===== config.mk =====
export PLATFORM = sky130hd
export DESIGN_NAME = fpu_norm_round
export DESIGN_NICKNAME = d
export VERILOG_FILES = /design/src/rtl/fpu_norm_round.sv
export SDC_FILE = /design/constraint.sdc
export NUM_CORES = 1
export LEC_CHECK = 0
export CORE_UTILIZATION = 42
export CTS_CLUSTER_SIZE = 8
export DETAILED_ROUTE_END_ITERATION = 16
export MAX_ROUTING_LAYER = met4
export PLACE_DENSITY = 0.65
export SLEW_MARGIN = 20
export SYNTH_ARGS = -nofsm -noshare
export SYNTH_HDL_FRONTEND = slang
export SYNTH_SLANG_ARGS = --single-unit

===== constraint.sdc =====
create_clock -name clk -period 3.93 [get_ports clk]
set_clock_uncertainty 0.15 [all_clocks]
set_input_delay 0.786 -clock clk [delete_from_list [all_inputs] [get_ports clk]]
set_output_delay 0.786 -clock clk [all_outputs]
set_load 0.02 [all_outputs]

===== src/rtl/fpu_norm_round.sv =====
// rtl/fpu_norm_round.sv - single-precision post-add normalise and round-to-nearest-even stage
// Normalises the adder significand one bit per cycle, rounds, and packs the IEEE-754 word.
module fpu_norm_round (
  input  logic        clk,
  input  logic        rst,
  input  logic        in_valid,
  output logic        in_ready,
  input  logic        sign_in,
  input  logic [7:0]  exp_in,
  input  logic [26:0] mant_in,
  input  logic        carry_in,
  output logic        out_valid,
  input  logic        out_ready,
  output logic [31:0] result,
  output logic        overflow,
  output logic        underflow,
  output logic        inexact
);

  typedef enum logic [1:0] {
    IDLE  = 2'd0,
    SHIFT = 2'd1,
    ROUND = 2'd2,
    DONE  = 2'd3
  } state_t;

  state_t state, state_nx;

  logic        sign_r;
  logic [8:0]  exp_r;
  logic [26:0] mant_r;
  logic [31:0] result_r;
  logic        overflow_r;
  logic        underflow_r;
  logic        inexact_r;

  logic        capture;
  logic        in_zero;
  logic        in_norm_done;
  logic [26:0] mant_sh;
  logic [8:0]  exp_dec;
  logic        shift_done;

  logic        guard_b;
  logic        round_b;
  logic        sticky_b;
  logic        round_up;
  logic [24:0] sig25;
  logic [23:0] sig24;
  logic [8:0]  exp_fin;
  logic [7:0]  exp_field;
  logic [31:0] res_c;
  logic        ovf_c;
  logic        unf_c;
  logic        inx_c;

  assign in_ready  = (state == IDLE);
  assign out_valid = (state == DONE);
  assign result    = result_r;
  assign overflow  = overflow_r;
  assign underflow = underflow_r;
  assign inexact   = inexact_r;

  assign capture = in_ready && in_valid;
  assign in_zero = (mant_in == 27'd0);

  // Stop shifting as soon as the shifted value is normalised or the exponent has
  // bottomed out, so each SHIFT cycle does real work and n shifts cost n cycles.
  assign in_norm_done = mant_in[26] || (exp_in <= 8'd1);
  assign mant_sh      = {mant_r[25:0], 1'b0};
  assign exp_dec      = exp_r - 9'd1;
  assign shift_done   = mant_sh[26] || (exp_dec <= 9'd1);

  always_ff @(posedge clk or posedge rst) begin
    if (rst) begin
      state <= IDLE;
    end else begin
      state <= state_nx;
    end
  end

  always_comb begin
    state_nx = state;
    case (state)
      IDLE: begin
        if (in_valid) begin
          if (carry_in) begin
            state_nx = ROUND;
          end else if (in_zero) begin
            state_nx = DONE;
          end else if (in_norm_done) begin
            state_nx = ROUND;
          end else begin
            state_nx = SHIFT;
          end
        end
      end
      SHIFT: begin
        if (shift_done) begin
          state_nx = ROUND;
        end
      end
      ROUND: begin
        state_nx = DONE;
      end
      DONE: begin
        if (out_ready) begin
          state_nx = IDLE;
        end
      end
      default: begin
        state_nx = IDLE;
      end
    endcase
  end

  // Round-to-nearest-even on the 24-bit significand held in mant_r[26:3].
  always_comb begin
    guard_b   = mant_r[2];
    round_b   = mant_r[1];
    sticky_b  = mant_r[0];
    round_up  = guard_b && (round_b || sticky_b || mant_r[3]);
    sig25     = {1'b0, mant_r[26:3]} + {24'd0, round_up};
    sig24     = sig25[24] ? 24'h800000 : sig25[23:0];
    exp_fin   = exp_r + {8'd0, sig25[24]};
    inx_c     = guard_b || round_b || sticky_b;
    exp_field = 8'd0;
    res_c     = 32'd0;
    ovf_c     = 1'b0;
    unf_c     = 1'b0;
    if (exp_fin >= 9'd255) begin
      res_c = {sign_r, 8'hFF, 23'd0};
      ovf_c = 1'b1;
      inx_c = 1'b1;
    end else if (!sig24[23]) begin
      res_c = {sign_r, 8'd0, sig24[22:0]};
      unf_c = inx_c;
    end else begin
      // A significand that reached the hidden bit from exponent 0 is still the smallest normal.
      exp_field = (exp_fin[7:0] == 8'd0) ? 8'd1 : exp_fin[7:0];
      res_c     = {sign_r, exp_field, sig24[22:0]};
    end
  end

  always_ff @(posedge clk or posedge rst) begin
    if (rst) begin
      sign_r      <= 1'b0;
      exp_r       <= 9'd0;
      mant_r      <= 27'd0;
      result_r    <= 32'd0;
      overflow_r  <= 1'b0;
      underflow_r <= 1'b0;
      inexact_r   <= 1'b0;
    end else begin
      case (state)
        IDLE: begin
          if (capture) begin
            sign_r <= sign_in;
            if (carry_in) begin
              mant_r <= {1'b1, mant_in[26:2], mant_in[1] | mant_in[0]};
              exp_r  <= {1'b0, exp_in} + 9'd1;
            end else begin
              mant_r <= mant_in;
              exp_r  <= {1'b0, exp_in};
              if (in_zero) begin
                result_r    <= 32'd0;
                overflow_r  <= 1'b0;
                underflow_r <= 1'b0;
                inexact_r   <= 1'b0;
              end
            end
          end
        end
        SHIFT: begin
          mant_r <= mant_sh;
          exp_r  <= exp_dec;
        end
        ROUND: begin
          result_r    <= res_c;
          overflow_r  <= ovf_c;
          underflow_r <= unf_c;
          inexact_r   <= inx_c;
        end
        default: begin
        end
      endcase
    end
  end

endmodule

* After elaboration in Yosys (flattened, before gate mapping)
Index checks and enable logic that the tools add are counted.
Storage, ports and cells: flip-flop bits (word level) 74, input port bits 41, output and inout port bits 37, word-level logic and storage cells 73
Cells by class: add/subtract/negate cells 4, magnitude comparators 3, equal/unequal tests 9, mux-type cells 31, bitwise operators 1, reductions and logical operators 17
Operator list (count):
- $mux 32 | 3
- $pmux 32 s2 | 1
- $mux 31 | 2
- $mux 27 | 2
- $pmux 27 s2 | 1
- $logic_not 27->1 | 1
- $add 24x1->25 | 1
- $mux 24 | 1
- $mux 9 | 2
- $pmux 9 s2 | 1
- $mux 2 | 6
- $add 8x1->9 const B | 1
- $add 9x1->9 | 1
- $ge 9x8->1 const B | 1
- $le 9x1->1 const B | 1
- $sub 9x1->9 const B | 1
- $le 8x1->1 const B | 1
- $logic_not 8->1 | 1
- $mux 8 | 1
- $pmux 2 s4 | 1
- $mux 1 | 7
- $logic_or 1x1->1 | 6
- $ne 2x1->1 const B | 3
- $ne 2x2->1 const B | 3
- 10 further kinds | 16

* Logic depth before layout (Yosys ltp)
word-level depth 10, gate-level depth with buffers 16, gate-level depth less buffers 14

* Least setup slack after synthesis
No wires, ideal clock.
kind register to register, start point reg mant_r[2], end point reg result_r[10] (netlist: result[10]), setup time 0.092 ns, arrival time 3.163 ns, required time 3.688 ns, setup slack 0.525 ns, cell stages (with the launch flop) 17, buffers on the path 2, period minus slack after synthesis 3.405 ns, path through dfrtp_1 and2_1 ha_1 and4_1 and2b_1 nand4_1 nor2_1 ha_1 ha_1 nand3_2 nor3_1 xnor2_1 nand3_1 or2_1 buf_6 buf_6 o31ai_2
Between the ends: cells in the longest elaborated chain, start to end 6, elaborated cells on any way between the ends 8, classes of those cells add/sub (2); order compare (1); mux (4); reduce/logical (1)
RTL lines:
- start: declaration | line 31 | logic [26:0] mant_r;
- start signal: assignment | line 160 | mant_r <= {1'b1, mant_in[26:2], mant_in[1] | mant_in[0]};
- start signal: assignment | line 163 | mant_r <= mant_in;
- start signal: assignment | line 175 | mant_r <= mant_sh;
- $logic_and 1x1->1 * | line 122 | round_up = guard_b && (round_b || sticky_b || mant_r[3]);
- $add 24x1->25 * | line 123 | sig25 = {1'b0, mant_r[26:3]} + {24'd0, round_up};
- $add 9x1->9 / $mux 24 (equally long branches) | line 125, 124
- $ge 9x8->1 / $mux 31 (equally long branches) | line 131, 135
- $mux 31 * | line 131 | if (exp_fin >= 9'd255) begin
- $pmux 32 s2 * | line 155 | case (state)
- end signal: assignment | line 179 | result_r <= res_c;
- end: declaration | line 32 | logic [31:0] result_r;
Mark *: on every way between the ends. The rest lies on a longest branch, timed or not. A chain may end at the register's enable or synchronous reset.

* Worst setup path after layout
start point reg mant_r[2], end point reg result_r[21] (netlist: result[21])
Same word-level chain as after synthesis.

==> reports/results.env <==
ANTENNA_CELLS_INSERTED=0
WORST_IR_DROP_VDD_mV=0.3164
USE_MET2=0.3139
SYNTH.CELL_AREA_SQ_UM=4743
SYNTH.TOP_CELL.AREA_SHARE=0.3904
SYNTH_AREA_PER_CELL_SQ_UM=8.531
GLOBAL_ROUTING_S_BUSIEST_LAYER='met2'
FINALHOLDVIOLCOUNT=0
TRITONCTS.NUM_BUFFERS=9
GRT_MAX_DEGREE=60
TIMING.CRITICAL_PATH.FANOUT_MAX=22
POWER.STATIC_LEAKAGE_nW=2.410
YS.WARNINGS.COUNT=0
ROUTED_WIRELENGTH_NORMALIZED_BY_INSTANCE_COUNT_UM=14.99
DETAIL_ROUTE.DRC_VIOLATIONS=0
CRIT_CHAIN='and2_1, ha_1, and4_1, and2b_2, nand4_1, nor2_2, ha_2, ha_2, nand3_2, o21a_1, o211ai_2, nand3_1, or2_1, buf_4, o31ai_2'
MAX_SLEW_HEADROOM=0.4876
SYNTH_ADDER_AREA_SHARE=0.03165
SETUP_VIOL=0
SYNTH-XOR-AREA-SHARE=0.06463
HOLD_PATH_CLASS='reg -> reg'
SYNTH-EDFF-COUNT=0
GLOBAL_ROUTE_OVERFLOW=0
NUMCLOCKSINKS=74
GROUTE.LAYER.MET3.USAGE=0.02712
MAX_CAP_VIOLATIONS=0
SYN_INST=556
NUM-NETS-FINAL=665
TIGHTEST_SLEW_NS=0.7676
ANTENNA_FOUND_INITIAL=0
SYNTH_TOP_AREA_CELL='sky130_fd_sc_hd__dfrtp_1'
POWER.TOTAL_mW=4.454
H_TREE_DEPTH=3
CRIT_PATH_TOP_DELAY_CELL='sky130_fd_sc_hd__dfrtp_2'
CP-START-KIND='register'
FP-ROW-COUNT=38
IO_PINS=78
FIRST_PASS_GRT_WIRE_LENGTH_MM=18.78
DIE-AREA_SQ_UM=11720
POST-SYNTH-TOP-COUNT-CELL='sky130_fd_sc_hd__nand2_1'
SYNTH_SEQUENTIAL_AREA_RATIO=0.3904
UNREPAIRED_SETUP_ENDPOINTS_AFTER_GLOBAL_ROUTING='false'
GRT_UTIL_ALL_LAYERS=0.2098
TIMING.CRITICAL_PATH.ARRIVAL_NS=3.75
DRT-VIAS-PER-INSTANCE=5.464
DP_HPWL_MM=8.518
POST-ROUTE-MIN-PERIOD_NS=3.666
CLKLATENCYLATEPIN_NS=0.33
ASYNC_SET_RESET_FLOP_SHARE_OUT_OF_SYNTHESIS=1.000
TRITONCTS_CLOCK_TREE='yes'
TIMING.FINAL.CRIT_SHARE=0.9329
LAYOUT-AREA-OVERHEAD-VS-SYNTH_PCT=24.48
SLEW_VIOLATIONS=0
SYNTH-COMPOUND-AREA-SHARE=0.1944
SYNTH_CELL_TYPE_COUNT=52
ROUTED_WIRELENGTH_MM=11.33
MUXSHAREOFSYNTHAREA=0.06489
CRITICAL_PATH.MAX_STAGE_DELAY_NS=0.41
SYNTH-SIMPLE-AREA-SHARE=0.2034
WORSTSETUPENDPOINTTYPE='register'
FIRST_GLOBAL_VIAS=3957
FIRST_PASS_ITERS=5
CLK_ROOT_BUFFER_CELL='sky130_fd_sc_hd__clkbuf_16'
INITIAL_UTILIZATION=0.4338
POWERDENSITY_nW_PER_UM2=754.3
DIEHEIGHT_UM=108.3
MOST_USED_DFF_POST_SYNTH='sky130_fd_sc_hd__dfrtp_1'
POST_CTS.REPAIR.SETUP_BUFFERS=0
WORST_SETUP_HOLD_PATH_CLK_SLEW_NS=0.05
CRIT_TYPE='reg -> reg'
MAX_FREQ_MHz=272.8
SYNTH_TOP_FAMILY_BY_AREA='simple AND/OR/NAND/NOR gates'
DIE-WIDTH_UM=108.3
SYNTH_AREA_LEADERS='sky130_fd_sc_hd__dfrtp_1, sky130_fd_sc_hd__nand2_1, sky130_fd_sc_hd__mux2i_1'
WORSTPATHREQUIRED_NS=4.01
GLOBALPLACE.CONGESTION=0.8636
UTILIZATION=0.5399
FIRST_ITER_VIOLATIONS=246
PATH_COMMON_CELL='sky130_fd_sc_hd__ha_2'
PLACEABLECOREAREA_SQ_UM=10940
MAPPEDNETLISTNETS=609
STATUS='completed'
CLOCK_PATH_BUFFERS=2
PORT_BUFFERS=77
REG2REG_SLACK_NS=0.26
POST_ROUTE_CELLS_DRIVE_ABOVE_1_SHARE=0.09253
GRT.MET1_USAGE=0.2964
YS_TOP_CELLS_BY_COUNT='sky130_fd_sc_hd__nand2_1, sky130_fd_sc_hd__dfrtp_1, sky130_fd_sc_hd__a21oi_1'
POSTSYNTHREGISTERBITS=74
FINAL_ANTENNA_NET_COUNT=0
FINALSETUPTNS_NS=0
NUM_VIAS=4131
NUM-FILL-CELLS=1024
==> what timing repair did <==
action                                  4_1_cts  5_1_grt
gates resized for setup                       0        7
hold buffers                                  0        0
endpoints found under the setup margin        0       22
==> final timing paths <==
check	startpoint	to	cells past startpoint
worst max-delay path	mant_r[2]	result[21]	15
worst min-delay path	result[20]	result[20]	2
worst max register to register	mant_r[2]	result[21]	15
worst min register to register	result[20]	result[20]	2
max in group asynchronous	rst	mant_r[2]	3
min in group asynchronous	rst	result[29]	2
==> metal layers <==
metal / up-vias / part of all wire
li1: 2083 / -
met4: 0 / 0.014
met3: 12 / 0.037
met2: 97 / 0.45
met5: - / 0
met1: 1939 / 0.50
==> through the flow <==
step	worst slack (ns)	std cells	hold WS, ns	instance area [sq um]
6_report	0.2638	756	0.3263	5904
5_1_grt	0.003963	756	0.3540	5904
4_1_cts	0.1055	756	0.3340	5884
3_5_place_dp	0.1769	741	0.3233	5630
3_3_place_gp	0.2801	740	0.3180	5603
2_1_floorplan	0.5249	556	0.3107	4743
==> report_power, final <==
group	total (mW)	leakage (nW)	internal (mW)	switching (mW)
clock network	0.719	0.122	0.422	0.297
registers	1.50	0.948	1.10	0.401
logic	2.23	1.34	0.932	1.30
==> registers in the layout, indices dropped and copies added, names as in the netlist <==
signal and cells:
exp_r 9, state 2, inexact 1, overflow 1, underflow 1, result 32, sign_r 1, mant_r 27
==> layout by cell type, fill, tap and decap left out, types with 5 or more instances in the layout <==
master	n
sky130_fd_sc_hd__xnor2_1	15
sky130_fd_sc_hd__nand2_1	87
sky130_fd_sc_hd__nand2b_1	5
sky130_fd_sc_hd__mux2i_1	26
sky130_fd_sc_hd__and3_1	6
sky130_fd_sc_hd__xor2_1	20
sky130_fd_sc_hd__o21ai_1	13
sky130_fd_sc_hd__nor3_1	8
sky130_fd_sc_hd__o31ai_2	20
sky130_fd_sc_hd__clkdlybuf4s50_1	76
sky130_fd_sc_hd__nand4_1	9
sky130_fd_sc_hd__inv_1	15
sky130_fd_sc_hd__o22ai_1	5
sky130_fd_sc_hd__clkbuf_16	9
sky130_fd_sc_hd__nor4_1	10
sky130_fd_sc_hd__and4_1	5
sky130_fd_sc_hd__nor2_1	44
sky130_fd_sc_hd__o21ai_0	38
sky130_fd_sc_hd__ha_1	9
sky130_fd_sc_hd__dfrtp_1	73
sky130_fd_sc_hd__a21oi_1	46
sky130_fd_sc_hd__nand3_1	20
==> layout make-up <==
class,count,area [sq um],share of cell area
multi-input cells,427,2703,0.4577
flip-flops and latches,74,1853,0.3138
repair buffers,83,855.8,0.1449
clock buffers,12,236.5,0.04005
well taps,140,175.2,0.02967
inverters,17,63.81,0.01081
clock inverters,3,17.52,0.002967
==> cells by family after synthesis <==
group           count (synthesis)
mux                            30
simple gates                  208
flops                          74
fa+ha+maj                      12
buf+inv                        55
xor+xnor                       35
compound gates                142
==> critical path: cells and delay by family, from the launching register on <==
family,cells,cell delay (ns)
AO/OA/AOI/OAI,3,0.69
flip-flops,1,0.41
adder cells (fa/ha/maj),3,0.64
buffers and inverters,1,0.24
AND/OR/NAND/NOR,8,1.45
Note: power is estimated with default switching activity, not from simulation.
